===== src/rtl/cntdn_timer.sv =====
// cntdn_timer: loadable one-shot down-counter with prescaled decrement, pause and abort.
// Define CNTDN_AUTO_RELOAD_EN to reload from load_val automatically in the DONE cycle.
module cntdn_timer #(
  parameter int WIDTH    = 4,
  parameter int PRESCALE = 1
) (
  input  logic             clk,
  input  logic             rst,
  input  logic [WIDTH-1:0] load_val,
  input  logic             start,
  input  logic             pause,
  input  logic             abort,
  output logic [WIDTH-1:0] count,
  output logic             busy,
  output logic             done,
  output logic             zero
);
  localparam int PW = $clog2(PRESCALE) + 1;
  localparam logic [PW-1:0] PMAX = PW'(PRESCALE - 1);
`ifdef CNTDN_AUTO_RELOAD_EN
  localparam bit AUTO = 1'b1;
`else
  localparam bit AUTO = 1'b0;
`endif
  typedef enum logic [1:0] {IDLE, RUN, DONE} state_t;
  state_t          state;
  logic [PW-1:0]   pre;
  logic            accept, reload;
  assign accept = start & ~abort;
  assign reload = AUTO & (state == DONE) & ~abort;
  assign busy   = state == RUN;
  assign done   = state == DONE;
  assign zero   = count == '0;
  always_ff @(posedge clk) begin
    if (rst) begin
      state <= IDLE;
      count <= '0;
      pre   <= '0;
    end else if (state == RUN) begin
      if (abort) begin
        state <= IDLE;
        count <= '0;
      end else if (!pause) begin
        if (pre == PMAX) begin
          pre   <= '0;
          count <= count - WIDTH'(1);
          if (count == WIDTH'(1)) state <= DONE;
        end else begin
          pre <= pre + PW'(1);
        end
      end
    end else if (accept || reload) begin
      // a zero load is a zero-length run when requested, but ends an auto-reload chain
      count <= load_val;
      pre   <= '0;
      state <= (load_val != '0) ? RUN : accept ? DONE : IDLE;
    end else begin
      state <= IDLE;
    end
  end
endmodule

===== config.mk =====
export PLATFORM = sky130hd
export DESIGN_NAME = cntdn_timer
export DESIGN_NICKNAME = d
export VERILOG_FILES = /design/src/rtl/cntdn_timer.sv
export SDC_FILE = /design/constraint.sdc
export NUM_CORES = 1
export LEC_CHECK = 0
export ABC_AREA = 1
export CAP_MARGIN = 20
export CORE_AREA = 2 2 39 41
export CTS_CLUSTER_SIZE = 16
export DETAILED_ROUTE_END_ITERATION = 16
export DIE_AREA = 0 0 41 43
export PLACE_DENSITY = 0.77
export SYNTH_ARGS = -nofsm -noshare
export SYNTH_HDL_FRONTEND = slang
export SYNTH_SLANG_ARGS = --single-unit

===== constraint.sdc =====
create_clock -name clk -period 1.1 [get_ports clk]
set_input_delay 0.22 -clock clk [delete_from_list [all_inputs] [get_ports clk]]
set_output_delay 0.22 -clock clk [all_outputs]
set_load 0.02 [all_outputs]

# --- Word level (Yosys, flattened, before mapping) ---
# Index checks and enable logic that the tools add are counted.
totals:
  inputBits: 9
  word_cells: 38
  register_bits: 7
  output_inout_bits: 7
op_classes:
  muxes: 17
  n_bitwise: 2
  addsub: 2
  n_reduce_logical: 6
  n_eq_ne: 8
op_table:
  columns: ["op", "n"]
  rows:
  - ["4-bit two-way mux", 5]
  - ["2-bit two-way mux", 7]
  - ["3-bit AND reduction", 3]
  - ["3-bit inequality test, second input constant", 2]
  - ["1-bit two-way mux", 5]
  - ["4-bit by 1-bit equality test with 1-bit output, second input constant", 1]
  - ["4-bit logical NOT", 1]
  - ["2-bit inequality test, second input constant", 2]
  - ["4-bit nonzero test", 1]
  - ["4-bit by 1-bit subtractor with 4-bit output, second input constant", 1]
  - ["3-bit by 2-bit inequality test with 1-bit output, second input constant", 1]
  - ["2-bit by 1-bit equality test with 1-bit output, second input constant", 1]
  - ["2-bit equality test, second input constant", 1]
  - ["2-bit nonzero test", 1]
  - ["1-bit adder, second input constant", 1]
  - ["1-bit bitwise AND", 1]
  - ["1-bit NOT", 1]

# --- Longest topological paths before layout ---
# Gate-level depths: netlist of run 1.
logic_depth:
  word_depth: 6
  ltp_mapped: 9
  depth_no_buf: 9

# --- Worst setup path after synthesis of run 1 ---
# OpenSTA, ideal clock, no wires.
synth_timing:
  kind: "reg-to-output"
  start: "register count[0]"
  end: "output zero"
  path_slack_ns: -0.304
  stages_incl_launch_ff: 4
  arrival_ns: 1.184
  n_path_buf: 0
  cell_sequence: "dfxtp_1 inv_1 ha_1 nor3b_1"
synth_between:
  elab_chain_cells: 1
synth_lines:
  columns: ["element", "line_no", "rtl"]
  rows:
  - ["start, declared", "13", "output logic [WIDTH-1:0] count,"]
  - ["start signal, assigned", "46", "count <= count - WIDTH'(1);"]
  - ["start signal, assigned", "54", "count <= load_val;"]
  - ["4-bit logical NOT", "33", "assign zero = count == '0;"]
  - ["end, declared", "16", "output logic zero"]
# Every way passes these cells.

# --- Worst setup path in the final report of run 1 ---
layout_timing:
  start: "register count[1]"
  end: "register count[1]"
layout_between:
  elab_chain_cells: 5
layout_lines:
  columns: ["element", "line_no", "rtl"]
  rows:
  - ["4-bit by 1-bit subtractor with 4-bit output", "46", null]
  - ["4-bit two-way mux", "44", "if (pre == PMAX) begin"]
  - ["4-bit two-way mux", "43", "end else if (!pause) begin"]
  - ["4-bit two-way mux", "40", "if (abort) begin"]
  - ["4-bit two-way mux", "39", "end else if (state == RUN) begin"]
# Every way passes these cells. The select of a mux whose other input is x is not followed.
# A chain may end at the register's enable or synchronous reset.

==> flow_summary.toml, run 1 <==
[synth]
ys_seq_elements = 6
yosys_warnings = 0
syn_area_per_cell_sq_um = 5.71
synth_flop_cell = "dfxtp_1"
synth.distinct_cells = 14
syn_nets = 92
yosys.cell_count.top_type = "nand2_1"
syn-instance-count = 80
synthArstFlopShare_pct = 0
yosys.area.top_type = "dfxtp_1"
synth_edf_count = 0
syn-cell-area_sq_um = 457
synth.top_cell.area_share_pct = 26.3
yosysSeqAreaShare_pct = 26.3
synth_area_leaders = "dfxtp_1 26%, nand2_1 24%, nor2_1 12%, ha_1 8.2%, inv_1 7.4%"
synth_commonest_cells = "29 x nand2_1, 14 x nor2_1, 9 x inv_1"

[routing]
wl_um = 1430
viasPerCell = 4.71
vias = 593
drc_errors = 0
wl_met3_um = 77
ant_nets = 0
drt_iter0_drc = 7
dr.pass1.iters = 4
routed-wl-met2_um = 805
post_drt_wl_per_cell_um = 11.3
top_layer = "met4"
m1WireLength_um = 520

[outcome]
failed_checks = "negative setup slack"
outcome = "finished with violations"

[setup_path]
path_cells = "inv_4, buf_4, buf_6, ha_4, nor2_2, nand2_1, nand2_1, nand2_1, a21oi_1"
max_stage_delay_ns = 0.36
path_class = "reg2reg"
cp-end-kind = "register"
cp_max_fo = 2
required_ns = 1.28
cp_slowest_cell = "dfxtp_4"
critPathLaunchType = "register"
cp_top_family = "flip-flops"
cpMostUsedCell = "nand2_1"
cp_num_buf_inv = 3
arrival_ns = 1.51

[sta]
rsz0062_at_grt = "true"
finalSetupViolCount = 6
period_share_pct = 121
worstMarginPinSlew_ns = 0.287
layout_setup_ws_ns = -0.230
hold_violations = 0
slew_violations = 0
fmax_ghz = 0.752
tns_ns = -0.760
period_minus_slack_ns = 1.33
slew_headroom_pct = 80.8
skew_ns = 0.00107

[floorplanning]
start_util_pct = 33.0
design.core.area_sq_um = 1380
rows = 14
pin_count = 16
dieHeight_um = 43
die_w_um = 41
dieArea_sq_um = 1760

[clock_network]
clockBufferDepth = 2
cts_max_level = 1
ctsRootBufferMaster = "clkbuf_4"
cts_made_buffers = 3
tritoncts = "yes"
clk_pin_slew_ns = 0.05
clock_sinks = 6
clock_latency_ns = 0.25

[place]
pre_cts_ws_ns = -0.379
dp_hpwl_um = 943
dp_cells = 122
gp_congestion = 0.834
numPortBuffers = 15

[pwr]
power_density_nw_per_um2 = 928
p_leak_nw = 0.414
peakVddDrop_v = 0.000629

[grt]
grt_pass1_wl_um = 2060
grt_usage_pct = 17.8
antenna_found_initial = 0
grt-ovfl-total = 0
grt_pass1_vias = 517
grt_max_degree = 8

[finish]
syn_to_final_growth_pct = 86.8
fillCellCount = 136
fin_nets = 124
stdcell_count = 126
drive_above_1_share_pct = 42.7
antenna_cells = 0

[min_path]
hp-class = "in2reg"

[run]
maxCapViolCount = 0
==> cells in the final DEF, fill, tap and decap left out, drive strengths merged <==
cell type      netlist  layout
clkbuf               0       3
dlygate4sd2          0       2
ha                   3       3
o21ai                2       2
clkdlybuf4s50        0       6
inv                 12      12
nor3b                1       1
buf                  0      18
nand2               31      31
dfxtp                6       6
nor2                16      16
a21oi                4       4
dlymetal6s2s         0       1
nand3                5       5
==> cells by family (layout without fill, tap and decap cells) <==
kind of cell | after synthesis | in the layout | share of synthesized area, %
flops | 6 | 6 | 26.3
simple gates | 53 | 53 | 49.0
buf+inv | 12 | 42 | 9.86
fa+ha+maj | 3 | 3 | 8.22
compound gates | 6 | 6 | 6.57
==> cell type report <==
class                   instances  area [sq um]  share of cell area (%)
well taps                      16          20.0                    2.35
clock buffers                   3          22.5                    2.64
repair buffers                 27           251                    29.5
flip-flops and latches          6           131                    15.4
inverters                      12          50.0                    5.87
multi-input cells              62           378                    44.3
==> routing by layer <==
metal  vias to the layer above  GRT usage (%)
met3                         2           7.85
met5                         -              0
met4                         0           8.00
met2                        19           29.1
li1                        307              -
met1                       265           18.4
==> flip-flops by register name, summed over array words and instances (netlist names) <==
register  count
count         4
state         2
==> where the power goes <==
part           total (mW)  switching (mW)  leakage, nW  internal (mW)
Clock               0.216          0.0921       0.0138          0.124
Combinational       0.329           0.170        0.348          0.159
Sequential          0.247          0.0133       0.0519          0.233
Total               0.792           0.275        0.414          0.517
==> final timing paths <==
| check | from | to | slack, ns | depth (start not counted) |
|---|---|---|---|---|
| min | pause | state[0] | 0.37 | 3 |
| min reg2reg | count[1] | count[1] | 0.62 | 3 |
| max | count[1] | count[1] | -0.23 | 9 |
| max reg2reg | count[1] | count[1] | -0.23 | 9 |
==> per-stage QoR <==
| step | hold slack, ns | utilization (%) | power (mW) | cell area (sq um) |
|---|---|---|---|---|
| 3_3_place_gp | 0.611 | 52.2 | 0.522 | 722 |
| 5_1_grt | 0.401 | 61.7 | 0.844 | 853 |
| 3_5_place_dp | 0.618 | 52.2 | 0.528 | 722 |
| 2_1_floorplan | 0.279 | - | 0.389 | 469 |
| 6_report | 0.369 | 61.7 | 0.792 | 853 |
| 4_1_cts | 0.567 | 57.5 | 0.756 | 796 |
==> worst min-delay path, delay by kind of cell <==
kind,cells,cell delay (ns)
AO/OA/AOI/OAI,2,0.21
buffers and inverters,1,0.15
==> timing repair <==
action,CTS,global route
resized for setup,45,19
setup buffers,1,1
setup endpoints to repair,12,13
hold buffers,0,0
pin swaps,7,6
No activity file was read; power rests on OpenSTA's default activity.
==> inputs of run 2 (changes only) <==
--- a/config.mk
+++ b/config.mk
@@ -15,3 +15,4 @@
 export SYNTH_ARGS = -nofsm -noshare
 export SYNTH_HDL_FRONTEND = slang
 export SYNTH_SLANG_ARGS = --single-unit
+export TNS_END_PERCENT = 20
==> run 2 against run 1 <==
Net effect: the run still ends with negative setup slack left; total power fell by 2.5%; wire length down 12%; first-iteration DRC count grew 71%; core utilization down 3.2 points; worst hold slack improved by 0.015 ns; clock power decreased by 3%; cell count fell by 0.79%; clock-buffer cell count did not move; final area decreased by 5.1%; sequential share of layout area grew 0.83 points; critical endpoint is now zero; largest power group unchanged.
==> flow_summary.toml, run 2 (synthesis gave the netlist of run 1 again) <==
[sta]
finalSetupViolCount = 5
hold_violations = 0
slew_headroom_pct = 83.4
rsz0062_at_grt = "true"
period_minus_slack_ns = 1.29
slew_violations = 0
hold_ws_ns = 0.383
skew_ns = 0.00514
fmax_ghz = 0.776
layout_setup_ws_ns = -0.189
period_share_pct = 117
worstMarginPinSlew_ns = 0.249

[pwr]
p_leak_nw = 0.408
p_comb_share_pct = 40.8
p_clk_share_pct = 27.1
peakVddDrop_v = 0.000609
p_int_uw = 516
netSwitchingFraction_pct = 33.3
p_sw_uw = 257
power_frac_seq_pct = 32.1
power_density_nw_per_um2 = 954

[clock_network]
tritoncts = "yes"
clockBufferDepth = 2
clock_sinks = 6
ctsHoldBuffers = 0
post_cts_buffers = 0
cts_max_level = 1
ctsRootBufferMaster = "clkbuf_4"
clock_latency_ns = 0.25
clk_pin_slew_ns = 0.05
cts_made_buffers = 3

[setup_path]
cp-end-kind = "output port"
critPathLaunchType = "register"
required_ns = 0.88
path_class = "reg2out"
path_cells = "inv_4, ha_4, nor3b_4, buf_6"
arrival_ns = 1.07
cp_max_fo = 2
cp_num_buf_inv = 2
cp_slowest_cell = "dfxtp_4"
max_stage_delay_ns = 0.34
cp_top_family = "flip-flops"

[routing]
ant_nets = 0
drc_errors = 0
vias = 576
drt_iter0_drc = 12
viasPerCell = 4.61
dr.pass1.iters = 4
wl_um = 1250
post_drt_wl_per_cell_um = 10.0

[min_path]
hp-class = "in2reg"

[grt]
grt_pass1_vias = 509
antenna_found_initial = 0
grt_max_degree = 8
grt_pass1_wl_um = 1970
grt-ovfl-total = 0
grt_usage_pct = 16.5

[finish]
drive_above_1_share_pct = 38.5
stdcell_count = 125
layout_commonest_cell = "nand2_1"
reg_top3 = "count x4, state x2"
top_register = "count"
mostFrequentLayoutCells = "28 x nand2_1, 12 x nor2_1, 12 x buf_4, 7 x inv_1, 6 x clkdlybuf4s50_1"
fin_nets = 123
antenna_cells = 0
syn_to_final_growth_pct = 77.3
fin_area_sq_um = 810
largest_reg_flops = 4

[floorplanning]
start_util_pct = 33.0
rows = 14
dieArea_sq_um = 1760
dieHeight_um = 43
design.core.area_sq_um = 1380
die_w_um = 41
pin_count = 16

[place]
gp_congestion = 0.834
placed_area_sq_um = 722
dp_hpwl_um = 943
dp_cells = 122
numPortBuffers = 15

[run]
maxCapViolCount = 0

[outcome]
outcome = "finished with violations"
failed_checks = "negative setup slack"
-- run 2: changes by cell type in the layout (fill, tap and decap cells not counted) --
cell and change:
nor2_1 +1, nand2_2 -1, buf_6 -2, nand2_1 +1, ha_1 +1, ha_4 -1
buf_4 +1, nand2_8 -1, a21oi_1 +1, nor2_4 -1, a21oi_2 -1, nor3b_4 +1
nor3b_2 -1, nand2_4 +1
-- run 2: timing repair --
item | in CTS | in global routing
endpoints found under the setup margin | 12 | 13
gates resized for setup | 37 | 19
pin swaps | 0 | 1
hold endpoints to repair | 0 | 0
-- run 2: path summary, 6_finish.rpt --
check                           startpoint       end  slack, ns  cells after the start
worst max-delay path              count[0]      zero      -0.19                      4
worst min-delay path                 pause  state[1]       0.38                      4
worst max register to register    count[1]  count[1]      -0.11                      8
worst min register to register    count[1]  count[1]       0.65                      3
-- run 2: layout make-up --
class | count | area (sq um)
Fill cell | 135 | 574
Multi-Input combinational cell | 62 | 349
Timing Repair Buffer | 26 | 236
Sequential cell | 6 | 131
Inverter | 12 | 50.0
Clock buffer | 3 | 22.5
Tap cell | 16 | 20.0
-- run 2: power groups by stage --
stage / clock [mW] / combinational (mW) / sequential, mW
5_1_grt: 0.225 / 0.348 / 0.250
3_5_place_dp: 0 / 0.281 / 0.247
3_3_place_gp: 0 / 0.276 / 0.247
4_1_cts: 0.214 / 0.281 / 0.244
6_report: 0.209 / 0.315 / 0.248
2_1_floorplan: 0 / 0.122 / 0.267
-- run 2: per-stage QoR --
stage | total power, mW | setup WS [ns] | TNS, ns | utilization, %
detailed placement | 0.528 | -0.379 | -2.85 | 52.2
finish | 0.773 | -0.189 | -0.442 | 58.5
floorplan | 0.389 | -0.0122 | -0.0158 | -
CTS | 0.738 | -0.188 | -0.488 | 54.5
global placement | 0.522 | -0.375 | -2.73 | 52.2
global route | 0.823 | -0.244 | -0.983 | 58.5
-- run 2: worst reg2reg max path, stage by stage, from the launching register on --
cell and delay, ns:
dfxtp_4 0.35, inv_4 0.04, buf_4 0.13, ha_4 0.23, nor2_2 0.10, nand2_1 0.06
nand2_1 0.06, nand2_1 0.05, a21oi_1 0.12
-- run 2: layer usage --
metal	global-route usage, %	vias up	wire (um)
li1	-	304	-
met1	18.7	253	513
met2	26.6	16	660
met3	7.85	3	66
met4	4.00	0	11
met5	0	-	0
==> inputs of run 3 (changes only) <==
--- a/config.mk
+++ b/config.mk
@@ -8,7 +8,7 @@
 export ABC_AREA = 1
 export CAP_MARGIN = 20
 export CORE_AREA = 2 2 39 41
-export CTS_CLUSTER_SIZE = 16
+export CTS_BUF_LIST = sky130_fd_sc_hd__clkbuf_4 sky130_fd_sc_hd__clkbuf_8
 export DETAILED_ROUTE_END_ITERATION = 16
 export DIE_AREA = 0 0 41 43
 export PLACE_DENSITY = 0.77
==> results of run 3 <==
Same layout as run 2: the final DEF is identical, and so are final timing and power.
